**config.mk**
```make
export PLATFORM = sky130hd
export DESIGN_NAME = roll_left_seq
export DESIGN_NICKNAME = d
export VERILOG_FILES = /design/src/rtl/roll_left_seq.sv
export SDC_FILE = /design/constraint.sdc
export NUM_CORES = 1
export LEC_CHECK = 0
export BUFFER_PORTS_ARGS = -buffer_cell sky130_fd_sc_hd__buf_2
export CAP_MARGIN = 10
export CORE_MARGIN = 2
export CORE_UTILIZATION = 57
export CTS_CLUSTER_DIAMETER = 60
export DETAILED_ROUTE_END_ITERATION = 7
export PLACE_DENSITY = 0.9
export SLEW_MARGIN = 0
export SYNTH_ARGS = -nofsm -noshare
export SYNTH_HDL_FRONTEND = slang
export SYNTH_SLANG_ARGS = --single-unit
```
**constraint.sdc**
```tcl
create_clock -name clk -period 3.5 [get_ports clk]
set_clock_uncertainty 0.2 [all_clocks]
set_input_delay 0.35 -clock clk [delete_from_list [all_inputs] [get_ports clk]]
set_output_delay 0.35 -clock clk [all_outputs]
set_load 0.02 [all_outputs]
```
**src/rtl/roll_left_seq.sv**
```systemverilog
// Sequential 16-bit left rotator: a latched amount is applied as four binary stages (8/4/2/1),
// with an optional bit-reversal of the final word. It uses a valid/ready handshake on both sides.
module roll_left_seq (
    input  logic        clk,
    input  logic        rst_n,
    input  logic        in_valid,
    output logic        in_ready,
    input  logic [15:0] inData,
    input  logic [3:0]  amt,
    input  logic        rev_en,
    output logic        out_valid,
    input  logic        out_ready,
    output logic [15:0] outData,
    output logic        busy
);

    typedef enum logic [1:0] {
        IDLE  = 2'd0,
        SHIFT = 2'd1,
        DONE  = 2'd2
    } state_t;

    state_t      state_r;
    state_t      state_nx_s;
    logic [15:0] work_r;
    logic [1:0]  cnt_r;
    logic [3:0]  amt_r;
    logic        rev_r;
    logic [15:0] outdata_r;
    logic        in_ready_r;
    logic        out_valid_r;
    logic        busy_r;
    logic        in_ready_nx_s;
    logic        out_valid_nx_s;
    logic        busy_nx_s;
    logic [15:0] stage_word_s;
    logic [15:0] final_word_s;

    // Stage k rotates by 8>>k when amount bit (3-k) is set; rotations always wrap.
    function automatic logic [15:0] rot_stage(input logic [15:0] w, input logic [1:0] stage,
                                              input logic [3:0] a);
        logic [15:0] r;
        r = w;
        case (stage)
            2'd0:    if (a[3]) r = {w[7:0],  w[15:8]};  else r = w;
            2'd1:    if (a[2]) r = {w[11:0], w[15:12]}; else r = w;
            2'd2:    if (a[1]) r = {w[13:0], w[15:14]}; else r = w;
            2'd3:    if (a[0]) r = {w[14:0], w[15]};    else r = w;
            default: r = w;
        endcase
        return r;
    endfunction

    function automatic logic [15:0] bitrev16(input logic [15:0] w);
        logic [15:0] r;
        r = 16'h0000;
        for (int i = 0; i < 16; i++) begin
            r[i] = w[15-i];
        end
        return r;
    endfunction

    // Current stage result and the final word as it would be loaded into outData.
    always_comb begin
        stage_word_s = rot_stage(work_r, cnt_r, amt_r);
        if (rev_r) begin
            final_word_s = bitrev16(stage_word_s);
        end else begin
            final_word_s = stage_word_s;
        end
    end

    // State register.
    always_ff @(posedge clk or negedge rst_n) begin
        if (!rst_n) begin
            state_r <= IDLE;
        end else begin
            state_r <= state_nx_s;
        end
    end

    // Next-state logic; leaving DONE never accepts on the same edge because acceptance is IDLE-only.
    always_comb begin
        state_nx_s = state_r;
        case (state_r)
            IDLE:    if (in_valid)       state_nx_s = SHIFT; else state_nx_s = IDLE;
            SHIFT:   if (cnt_r == 2'd3)  state_nx_s = DONE;  else state_nx_s = SHIFT;
            DONE:    if (out_ready)      state_nx_s = IDLE;  else state_nx_s = DONE;
            default: state_nx_s = IDLE;
        endcase
    end

    // Output decode from the next state, so the flag flops line up with state_r.
    always_comb begin
        in_ready_nx_s  = 1'b0;
        out_valid_nx_s = 1'b0;
        busy_nx_s      = 1'b1;
        case (state_nx_s)
            IDLE:    begin in_ready_nx_s = 1'b1; busy_nx_s = 1'b0; end
            SHIFT:   begin in_ready_nx_s = 1'b0; out_valid_nx_s = 1'b0; end
            DONE:    begin out_valid_nx_s = 1'b1; end
            default: begin in_ready_nx_s = 1'b1; busy_nx_s = 1'b0; end
        endcase
    end

    // Registered handshake and status flags.
    always_ff @(posedge clk or negedge rst_n) begin
        if (!rst_n) begin
            in_ready_r  <= 1'b1;
            out_valid_r <= 1'b0;
            busy_r      <= 1'b0;
        end else begin
            in_ready_r  <= in_ready_nx_s;
            out_valid_r <= out_valid_nx_s;
            busy_r      <= busy_nx_s;
        end
    end

    // Datapath: latch on accept, one stage per SHIFT edge, and load the result on stage 3.
    always_ff @(posedge clk or negedge rst_n) begin
        if (!rst_n) begin
            work_r    <= 16'h0000;
            cnt_r     <= 2'd0;
            amt_r     <= 4'd0;
            rev_r     <= 1'b0;
            outdata_r <= 16'h0000;
        end else begin
            case (state_r)
                IDLE: begin
                    if (in_valid) begin
                        work_r <= inData;
                        amt_r  <= amt;
                        rev_r  <= rev_en;
                        cnt_r  <= 2'd0;
                    end
                end
                SHIFT: begin
                    work_r <= stage_word_s;
                    cnt_r  <= cnt_r + 2'd1;
                    if (cnt_r == 2'd3) begin
                        outdata_r <= final_word_s;
                    end
                end
                default: begin
                    work_r <= work_r;
                end
            endcase
        end
    end

    assign in_ready  = in_ready_r;
    assign out_valid = out_valid_r;
    assign busy      = busy_r;
    assign outData   = outdata_r;

endmodule
```
After elaboration in Yosys (flattened, before gate mapping). Index checks and enable logic that the tools add are counted.

Output and inout bits: 19. Bits of input ports: 25. Logic and storage cells: 42. Bits in registers: 44.

Mux-type cells: 17. Add/subtract/negate cells: 1. Eq/ne operators: 8. Reduce and logical (&&, ||, !) cells: 7.

Operators with widths (count): 16-bit 2-to-1 mux (6); 16-bit one-hot mux with 4 select lines (1); 16-bit one-hot mux with 2 select lines (1); 2-bit == test, second input constant (4); 2-bit by 1-bit == test with 1-bit output, second input constant (3); 2-bit 2-to-1 mux (3); 2-bit one-hot mux with 3 select lines (1); 2-bit AND reduction (3); 2-bit logical NOT (2); 1-bit 2-to-1 mux (4); 2-bit one-hot mux with 2 select lines (1); 2-bit by 1-bit adder with 2-bit output, second input constant (1); 2-bit inequality test, second input constant (1); 2-bit nonzero test (1); 2-bit OR reduction (1).

Logic depth before layout (Yosys ltp).
Word-level depth: 6. Gate-level depth with buffers: 7.

Least setup slack after synthesis. OpenSTA, ideal clock, no wires.

Kind: flip-flop to flip-flop. From: reg cnt_r[0]. To: reg work_r[10]. Stages on the path, launching flop included: 8. Required time: 3.174 ns. Path slack: 1.452 ns. Period minus slack after synthesis: 2.048 ns. Arrival: 1.722 ns. Cell sequence: dfrtp_1 > inv_1 > ha_1 > inv_2 > clkbuf_1 > clkbuf_1 > a211oi_1 > a221o_1.

Word-level cells in the longest chain between the ends: 3. Elaborated cells on any way between the ends: 6. Classes of those cells: 3 x eq/ne; 2 x mux; 1 x reduce/logical.

RTL lines: from (decl) (line 26) `logic [1:0] cnt_r;`; from (signal assigned) (line 139) `cnt_r <= cnt_r + 2'd1;`; 2-bit == test (tied with other cells) (line 44) `case (stage)`; 16-bit one-hot mux with 4 select lines (*) (line 44); 16-bit one-hot mux with 2 select lines (*) (line 128) `case (state_r)`; to (signal assigned) (line 131) `work_r <= inData;`; to (signal assigned) (line 138) `work_r <= stage_word_s;`; to (signal assigned) (line 145) `work_r <= work_r;`; to (decl) (line 25) `logic [15:0] work_r;`.

Mark *: on every way between the ends. The rest lies on a longest branch, timed or not. A chain may end at the register's enable or synchronous reset.

Final worst setup path.
From: reg amt_r[2]. To: reg work_r[5].

Word-level cells in the longest chain between the ends: 3.

RTL lines: from (decl) (line 27) `logic [3:0] amt_r;`; from (signal assigned) (line 132) `amt_r <= amt;`; 16-bit 2-to-1 mux (line 46) `2'd1: if (a[2]) r = {w[11:0], w[15:12]}; else r = w;`; 16-bit one-hot mux with 4 select lines (line 44); 16-bit one-hot mux with 2 select lines (line 128).

No other way between the ends.

==> metrics <==
vias in the first global route 2726; Clk pin slew, worst setup/hold paths 0.08 ns; sw frac 49.34%; met3 layer usage reported by global route 5.000%; 1st-iter DRT viols between 400 and 500; CP Class reg -> reg; first-pass GRT wire length 14020 um; Tcrit/Tclk final between 70% and 80%; cells after synthesis ~300; # clock sinks between 40 and 50; Final Hold Viols 0; TritonCTS Buffers 5; Skew-Pair Late Insertion Delay approximately 0.30 ns; chip height 79.10 um; max-slew violation count 0; GR peak layer met2; delay-heaviest family, CP compound AO/OA/AOI/OAI gates; fmax 368.9 MHz; Arr. time, crit path around 2.7 ns; CP startpoint kind register; Placement Cell Area 3376 sq um; row count 27; number of I/O port buffers 43; largest net degree at the start of global routing 45; Critical Path End Type register; Post-synth top cells dfrtp_1, mux2_2, a211oi_1; Total GRT Usage roughly 29%; CP max FO 17; antenna violations before repair 0; crit-path cells mux2_2 > a222oi_1 > a211oi_1 > a221o_1; dominant cell type by area after synthesis dfrtp_1; fillers about 440; Worst Max-Slew Pin Slew 1.120 ns; count of different cell masters after synthesis 33; Avg WL per Cell roughly 22 um; ys flop type dfrtp_1; final design utilization between 60% and 70%; Flop pwr share around a third; Setup violations, final 0; vias 2818; number of diodes 0; EDFF count, synth 0; Remaining DRCs 0; core area 5473 sq um; die area 6256 sq um; critical path buffer and inverter count 0; Period minus WS final roughly 2.7 ns; Die X approximately 80 um; NetSw roughly 1.9 mW; Antenna Violating Nets Remaining 0; post-route setup slack 0.7893 ns; DRT Pass-1 Iters 8; Crit path required time roughly 3.5 ns; Syn Std Cell Area 3214 sq um; post-route setup TNS 0 ns; peak supply drop between 0.5 and 0.6 mV; total routed wirelength between 8000 and 9000 um; H-tree depth 2; PostCTS Resize Cnt 0; Post-Syn Nets 332; placer congestion estimate around 0.94; Power Dens Cells between 1000 and 1500 nW/um^2; register area share after synthesis 34.29%; Setup Buffers After CTS 0; Starting Density roughly three fifths; critical path's slowest cell dfrtp_1; met1 Use GR between 40% and 50%; Clock Path Buffers 2; HP Class in -> async; Synth area leaders dfrtp_1, mux2_2, a211oi_1, a211o_1, a222oi_1; grt ovf 0; layout cells sized above 1 35.89%; DP Worst Slack just under 0.9 ns; average size of a mapped cell between 10 and 15 sq um; P_int approximately 1.9 mW; Synth Warn # 0; hpwl dp between 5000 and 6000 um; met2 Use GR roughly 42%; RSZ-0062 raised after global routing no; Seq cells post-synth 44; Design Power 3.822 mW; Nets approximately 360; layout overhead on the synthesized area 7.668%; area share of the largest cell type after synthesis roughly a third; cell with the most instances after synthesis dfrtp_1; clock group share of total power about 8.5%; Comb pwr share a little under 60%; CP max stage delay about 0.86 ns; total leakage power between 1.5 and 2 nW; vias per cell slightly above 7; asr flop ratio synth 100.0%; final instance area around 3500 sq um; status complete, no violations; CTS tree built; hold_buf cts 0; relative slew slack between 20 and 30%; max cap viols 0; CTS root buf clkbuf_8; num ports 44
==> power by group through the flow <==
stage,combinational [mW],sequential (mW),clock [mW]
finish,2.24,1.26,0.323
global route,2.40,1.29,0.347
CTS,2.20,1.23,0.325
detailed placement,2.18,1.24,0
global placement,2.09,1.22,0
floorplan,1.85,1.08,0
==> cells in the final DEF (no fill, tap or decap), types with 2 or more instances in the layout <==
cell / Yosys / final
o21ai_0: 3 / 3
nand3_1: 17 / 17
ha_1: 6 / 6
clkbuf_8: 0 / 5
buf_2: 2 / 43
mux2_2: 34 / 34
o21bai_1: 2 / 2
a211oi_1: 30 / 30
nor2b_1: 17 / 17
mux2i_1: 4 / 4
mux2_1: 9 / 9
a211o_1: 19 / 19
a211o_2: 15 / 15
nor2_1: 4 / 4
buf_4: 1 / 3
a221o_1: 12 / 12
mux2_4: 10 / 10
a222oi_1: 16 / 16
dfrtp_1: 43 / 43
nand2_1: 20 / 20
inv_1: 4 / 4
==> sequential cells by signal, summed over array words and instances (netlist names), 2 cells and up <==
register  cells
amt_r         4
cnt_r         2
outData      16
state_r       2
work_r       16
==> path summary, 6_finish.rpt <==
check | startpoint | end | slack (ns) | depth (start not counted)
hold reg to reg | outData[3] | outData[3] | 0.28 | 2
max in group asynchronous | rst_n | work_r[8] | 2.48 | 1
setup / recovery | amt_r[2] | work_r[5] | 0.79 | 4
min in group clk | amt[2] | amt_r[2] | 0.08 | 2
hold / removal | rst_n | out_valid | 0.006 | 1
setup reg to reg | amt_r[2] | work_r[5] | 0.79 | 4
==> layout make-up <==
cell class                 count  area [sq um]  share of cell area, %
clock buffer                   6         72.57                  2.097
clock inverter                 2         12.51                 0.3615
inverter                       5         18.77                 0.5423
multi-input combinational    223          1927                  55.68
sequential                    44          1102                  31.85
tap                           72         90.09                  2.603
timing repair buffer          46         237.7                  6.869
==> routing by layer <==
layer  up-vias  share of wire, %
met3        45                11
met4         0               4.1
li1       1241                 -
met5         -                 0
met1      1323                40
met2       209                45
==> logic make-up after synthesis <==
kind of cell | count (synthesis) | share of synthesized area [%]
AO/OA/AOI/OAI | 98 | 26.74
AND/OR/NAND/NOR | 62 | 9.887
multiplexers | 57 | 20.98
flip-flops | 44 | 34.29
buffers and inverters | 34 | 5.760
adder cells (fa/ha/maj) | 6 | 2.335
==> through the flow <==
stage               instances  hold WS (ns)
floorplan                 301       -0.1456
CTS                       398       0.03892
detailed placement        390        0.2616
global placement          390        0.2650
global route              398       0.07379
finish                    398      0.006248
(Power assumes the default switching activity.)
